[config.mk]
export PLATFORM = sky130hd
export DESIGN_NAME = cpu_clk_ctrl
export DESIGN_NICKNAME = d
export VERILOG_FILES = /design/src/rtl/cpu_clk_pkg.sv /design/src/rtl/cpu_clk_ctrl_btn_debounce.sv /design/src/rtl/cpu_clk_ctrl.sv
export SDC_FILE = /design/constraint.sdc
export NUM_CORES = 1
export LEC_CHECK = 0
export CAP_MARGIN = 0
export CORE_AREA = 8 8 105 107
export CTS_CLUSTER_DIAMETER = 60
export DETAILED_ROUTE_END_ITERATION = 10
export DIE_AREA = 0 0 113 115
export PLACE_DENSITY_LB_ADDON = 0.2
export SLEW_MARGIN = 25
export SYNTH_ARGS = -nofsm -noshare
export SYNTH_HDL_FRONTEND = slang
export SYNTH_SLANG_ARGS = --single-unit
[constraint.sdc]
create_clock -name clk -period 6.96 [get_ports clk]
set_input_delay 0.696 -clock clk [delete_from_list [all_inputs] [get_ports clk]]
set_output_delay 0.696 -clock clk [all_outputs]
set_load 0.01 [all_outputs]
[src/rtl/cpu_clk_pkg.sv]
// Shared definitions for the CPU clock controller.
//   cpu_state_e        : FSM state encoding (PAUSE=0, RUN=1, STEP=2, HALT=3)
//   FAST_DIV_LOG2_DEF  : default fast-mode divider exponent
//   SLOW_DIV_LOG2_DEF  : default slow-mode divider exponent
package cpu_clk_pkg;

    typedef enum logic [1:0] {
        PAUSE = 2'd0,
        RUN   = 2'd1,
        STEP  = 2'd2,
        HALT  = 2'd3
    } cpu_state_e;

    localparam int unsigned FAST_DIV_LOG2_DEF = 3;
    localparam int unsigned SLOW_DIV_LOG2_DEF = 26;

endpackage

[src/rtl/cpu_clk_ctrl_btn_debounce.sv]
// Push-button conditioner: 2-FF synchronizer, stability counter and
// rising-edge detector.
//   clk     : sampling clock
//   rst     : asynchronous, active-high reset (debounced level = 0)
//   btn_i   : raw, bouncy, asynchronous button input
//   pulse_o : one-clk pulse when the debounced level goes 0 -> 1
module btn_debounce #(
    parameter int unsigned DEBOUNCE_CYCLES = 1000000
) (
    input  logic clk,
    input  logic rst,
    input  logic btn_i,
    output logic pulse_o
);

    localparam int unsigned CW = (DEBOUNCE_CYCLES < 2) ? 1 : $clog2(DEBOUNCE_CYCLES + 1);
    localparam logic [CW-1:0] CNT_LAST = CW'(DEBOUNCE_CYCLES - 1);

    logic          meta_q;
    logic          sync_q;
    logic          level_q, level_d;
    logic          pulse_q, pulse_d;
    logic [CW-1:0] cnt_q,   cnt_d;

    // The counter tracks consecutive cycles where the synchronized input
    // disagrees with the accepted level; any agreement restarts it.
    always_comb begin
        level_d = level_q;
        pulse_d = 1'b0;
        cnt_d   = '0;
        if (sync_q != level_q) begin
            if (cnt_q == CNT_LAST) begin
                level_d = sync_q;
                pulse_d = sync_q;
            end else begin
                cnt_d = cnt_q + CW'(1);
            end
        end
    end

    always_ff @(posedge clk or posedge rst) begin
        if (rst) begin
            meta_q  <= 1'b0;
            sync_q  <= 1'b0;
            level_q <= 1'b0;
            pulse_q <= 1'b0;
            cnt_q   <= '0;
        end else begin
            meta_q  <= btn_i;
            sync_q  <= meta_q;
            level_q <= level_d;
            pulse_q <= pulse_d;
            cnt_q   <= cnt_d;
        end
    end

    assign pulse_o = pulse_q;

endmodule

[src/rtl/cpu_clk_ctrl.sv]
// Run / pause / single-step controller for the CPU clock enable.
//   clk         : 100 MHz board clock
//   rst         : asynchronous, active-high reset
//   run_sw      : 1 = run, 0 = pause (asynchronous switch)
//   slow_sw     : 1 = slow rate, 0 = fast rate (asynchronous switch)
//   step_btn    : single-step push button (asynchronous, bouncy)
//   halt_req    : CPU halt request, level, synchronous to clk
//   cpu_ce      : one-clk clock-enable pulses for the CPU
//   state       : PAUSE=0, RUN=1, STEP=2, HALT=3
//   running     : high while in RUN
//   cycle_count : number of cpu_ce pulses issued (wraps)
module cpu_clk_ctrl
    import cpu_clk_pkg::*;
#(
    parameter int unsigned FAST_DIV_LOG2   = FAST_DIV_LOG2_DEF,
    parameter int unsigned SLOW_DIV_LOG2   = SLOW_DIV_LOG2_DEF,
    parameter int unsigned DEBOUNCE_CYCLES = 1000000,
    parameter int unsigned CNT_W           = 32
) (
    input  logic             clk,
    input  logic             rst,
    input  logic             run_sw,
    input  logic             slow_sw,
    input  logic             step_btn,
    input  logic             halt_req,
    output logic             cpu_ce,
    output logic [1:0]       state,
    output logic             running,
    output logic [CNT_W-1:0] cycle_count
);

    localparam int unsigned    PW        = SLOW_DIV_LOG2;
    localparam logic [PW-1:0]  FAST_MASK = PW'((64'd1 << FAST_DIV_LOG2) - 64'd1);
    localparam logic [PW-1:0]  SLOW_MASK = '1;

    logic             run_meta_q, run_s_q;
    logic             slow_meta_q, slow_s_q;
    logic             step_pulse;
    logic             slow_chg;
    logic             terminal;
    logic [PW-1:0]    div_mask;

    cpu_state_e       state_q;
    logic             cpu_ce_q;
    logic [PW-1:0]    pre_q;
    logic [CNT_W-1:0] count_q;

    btn_debounce #(
        .DEBOUNCE_CYCLES(DEBOUNCE_CYCLES)
    ) u_step_db (
        .clk    (clk),
        .rst    (rst),
        .btn_i  (step_btn),
        .pulse_o(step_pulse)
    );

    always_ff @(posedge clk or posedge rst) begin
        if (rst) begin
            run_meta_q  <= 1'b0;
            run_s_q     <= 1'b0;
            slow_meta_q <= 1'b0;
            slow_s_q    <= 1'b0;
        end else begin
            run_meta_q  <= run_sw;
            run_s_q     <= run_meta_q;
            slow_meta_q <= slow_sw;
            slow_s_q    <= slow_meta_q;
        end
    end

    // slow_chg is high on the edge at which slow_s_q takes its new value, so
    // the prescaler restarts exactly when the new rate becomes effective.
    assign slow_chg = slow_meta_q ^ slow_s_q;
    assign div_mask = slow_s_q ? SLOW_MASK : FAST_MASK;
    assign terminal = ((pre_q & div_mask) == div_mask);

    always_ff @(posedge clk or posedge rst) begin
        if (rst) begin
            state_q  <= PAUSE;
            cpu_ce_q <= 1'b0;
            pre_q    <= '0;
            count_q  <= '0;
        end else begin
            cpu_ce_q <= 1'b0;
            // Held at zero outside RUN, which also clears it on RUN entry.
            pre_q    <= '0;
            case (state_q)
                PAUSE: begin
                    if (run_s_q && !halt_req) begin
                        state_q <= RUN;
                    end else if (step_pulse) begin
                        state_q  <= STEP;
                        cpu_ce_q <= 1'b1;
                        count_q  <= count_q + CNT_W'(1);
                    end
                end
                RUN: begin
                    if (halt_req) begin
                        state_q <= HALT;
                    end else if (!run_s_q) begin
                        state_q <= PAUSE;
                    end else if (!slow_chg) begin
                        // A rate change restarts the period (no pulse on that edge).
                        pre_q <= pre_q + PW'(1);
                        if (terminal) begin
                            cpu_ce_q <= 1'b1;
                            count_q  <= count_q + CNT_W'(1);
                        end
                    end
                end
                STEP: begin
                    state_q <= PAUSE;
                end
                HALT: begin
                    if (!run_s_q) begin
                        state_q <= PAUSE;
                    end
                end
                default: begin
                    state_q <= PAUSE;
                end
            endcase
        end
    end

    assign cpu_ce      = cpu_ce_q;
    assign state       = state_q;
    assign running     = (state_q == RUN);
    assign cycle_count = count_q;

endmodule

==> impl_results.md <==
- Status: completed
- Yosys warning count: 0
- R2R cell count: 7
- Fill cells: 860
- Min-Delay Path Class: reg -> reg
- Pin count of the biggest net entering global routing: 54
- Synth Register Bits: 89
- Port bufs: 41
- GRT Total Usage: 0.128
- First-pass GRT wire length: 13500 microns
- Final min period: 2.44 ns
- Max_cap viols: 0
- Setup Skew: 0.0137 ns
- Initial Utilization: 0.429
- # hold bufs at CTS: 0
- Setup crit start kind: flip-flop
- Final Net Count: 445
- CTS HTree Levels: 3
- Worst-margin pin slew: 0.741 ns
- Post-synth top area share: 0.548
- Core ar.: 9460 sq um
- CTS tree: yes
- Slew Limit Fails: 0
- # rows: 36
- Post-DP HPWL: 5480 microns
- WL final: 7950 microns
- Fraction of layout cells with a size suffix above 1: 0.0590
- Clock transition at the registers of the reported paths: 0.09 ns
- Hold Fails Final Rpt: 0
- Fin area: 4860 sq um
- P&R area growth vs syn: 19.6%
- Final ANT Viol Nets: 0
- Setup Viol. Count Final: 0
- EDFF count, synth: 0
- Largest cells by area after synthesis: dfrtp_1 55%, xnor2_1 9.5%, xor2_1 6.0%
- Synthesized area per cell: 10.5 sq um
- Async SR Flop Fraction: 1.00
- Max Freq: 0.410 GHz
- Dominant synthesized flop cell: dfrtp_1
- Syn nets: 397
- First-pass detailed-route iteration total: 4
- Initial antenna violation count: 0
- Die span in y: 115 microns
- Synth unique cells: 36
- Crit Path Category: reg -> reg
- Clk sinks: 89
- RePlAce Congestion: 0.780
- Post-synthesis sequential area ratio: 0.548
- Worst vdd ir: 0.109 mV
- Placed cell count: 538
- Hold slack: 0.356 ns
- DR DRC count: 0
- Core Util, Final: 0.513
- Layout Cells excl Fill: 555
- Power Density: 206 nW/um^2
- Netlist Area Pre-Place: 4060 sq um
- Placement Setup Slack: 4.10 ns
- # IOs: 42
- RSZ-0062 raised after global routing: no
- TritonCTS Buffers: 9
- Post-CTS Setup Bufs: 0
- Hold Path Depth: 0
- WL per Instance: 14.3 microns
- Final worst slack: 4.52 ns
- Clock latency at the later pin of the worst-skew pair: 0.36 ns
- Clock buffer depth: 2
- PostCTS Resize Cnt: 0
- Power Total: 1.00 mW
- Pleak: 2.00 nW
- CP max FO: 6
- Die area: 13000 sq um
- Synth cell count leaders: 89 x dfrtp_1, 64 x nor2_1, 44 x xnor2_1
- Clock Root Buffer: clkbuf_8
- Synth area leader: dfrtp_1
- Count leader, synth: dfrtp_1
- DR vias: 2885
- Vias/cell: 5.20
- Slew margin rel.: 0.506
- Initial DRC count: 114
- Placed Instance Area: 4600 sq um
- Crit path capture type: flip-flop
- Grt ovf: 0
- # diodes: 0
- Chip width: 113 microns
- Vias in the first global route: 2868
- Post-route setup TNS: 0 ns
- Gate Count Post-Synth: 388
- Period Utilization, post-route: 0.351
- Data arrival, critical path: 2.68 ns
- Worst EP required: 7.20 ns
[registers in the layout (all words and copies together), names as in the netlist, 2 cells and up]
| register | cells |
|---|---|
| u_step_db.cnt_q | 20 |
| pre_q | 26 |
| state | 2 |
| cycle_count | 32 |
[placed cells by master, fill, tap and decap left out, types with 5 or more instances in the layout]
master | synthesis | routed
a21oi_1 | 6 | 6
and3_1 | 10 | 10
and4_1 | 7 | 7
clkbuf_8 | 0 | 9
clkdlybuf4s50_1 | 0 | 41
dfrtp_1 | 89 | 89
inv_1 | 9 | 8
nand2_1 | 33 | 33
nand3_1 | 22 | 22
nand4_1 | 28 | 28
nor2_1 | 64 | 64
nor3_1 | 5 | 5
xnor2_1 | 44 | 44
xor2_1 | 28 | 28
[cell type report]
cell class,instances,area (sq um),area share
repair buffers,43,429,0.0884
multi-input cells,284,1780,0.366
clock buffers,10,128,0.0263
well taps,114,143,0.0294
flip-flops and latches,89,2230,0.459
inverters,9,35.0,0.00721
clock inverters,6,116,0.0240
[per-layer routing]
layer	up-vias	global-route usage	routed length, microns
met5	-	0	0
met4	0	0.0639	141
met3	12	0.0299	382
met2	54	0.200	3520
met1	1400	0.165	3910
li1	1419	-	-
[report_power, final]
group / internal, mW / switching [mW]
sequential: 0.522 / 0.00879
combinational: 0.0160 / 0.0259
clock: 0.241 / 0.189
[kinds of logic (layout without fill, tap and decap cells)]
family,count (synthesis),count (layout),synth area share
xor+xnor,72,72,0.155
fa+ha+maj,3,3,0.00924
buf+inv,15,68,0.0139
flops,89,89,0.548
mux,2,2,0.00554
compound gates,15,15,0.0274
simple gates,192,192,0.241
[final timing paths]
path | from | endpoint | slack (ns)
max | pre_q[0] | cycle_count[7] | 4.52
min | u_step_db.meta_q | u_step_db.sync_q | 0.36
max reg2reg | pre_q[0] | cycle_count[7] | 4.52
min reg2reg | u_step_db.meta_q | u_step_db.sync_q | 0.36
max in group asynchronous | rst | u_step_db.cnt_q[8] | 5.16
min in group asynchronous | rst | cycle_count[28] | 0.70
[critical path, cell delays in order, from the launching register on]
cell	delay, ns
dfrtp_1	0.40
ha_1	0.23
nand3_1	0.26
nor4_1	0.51
nand2b_4	0.14
a21oi_1	0.43
nand4_1	0.18
xnor2_1	0.16
Power figures use the tool's default switching activity.
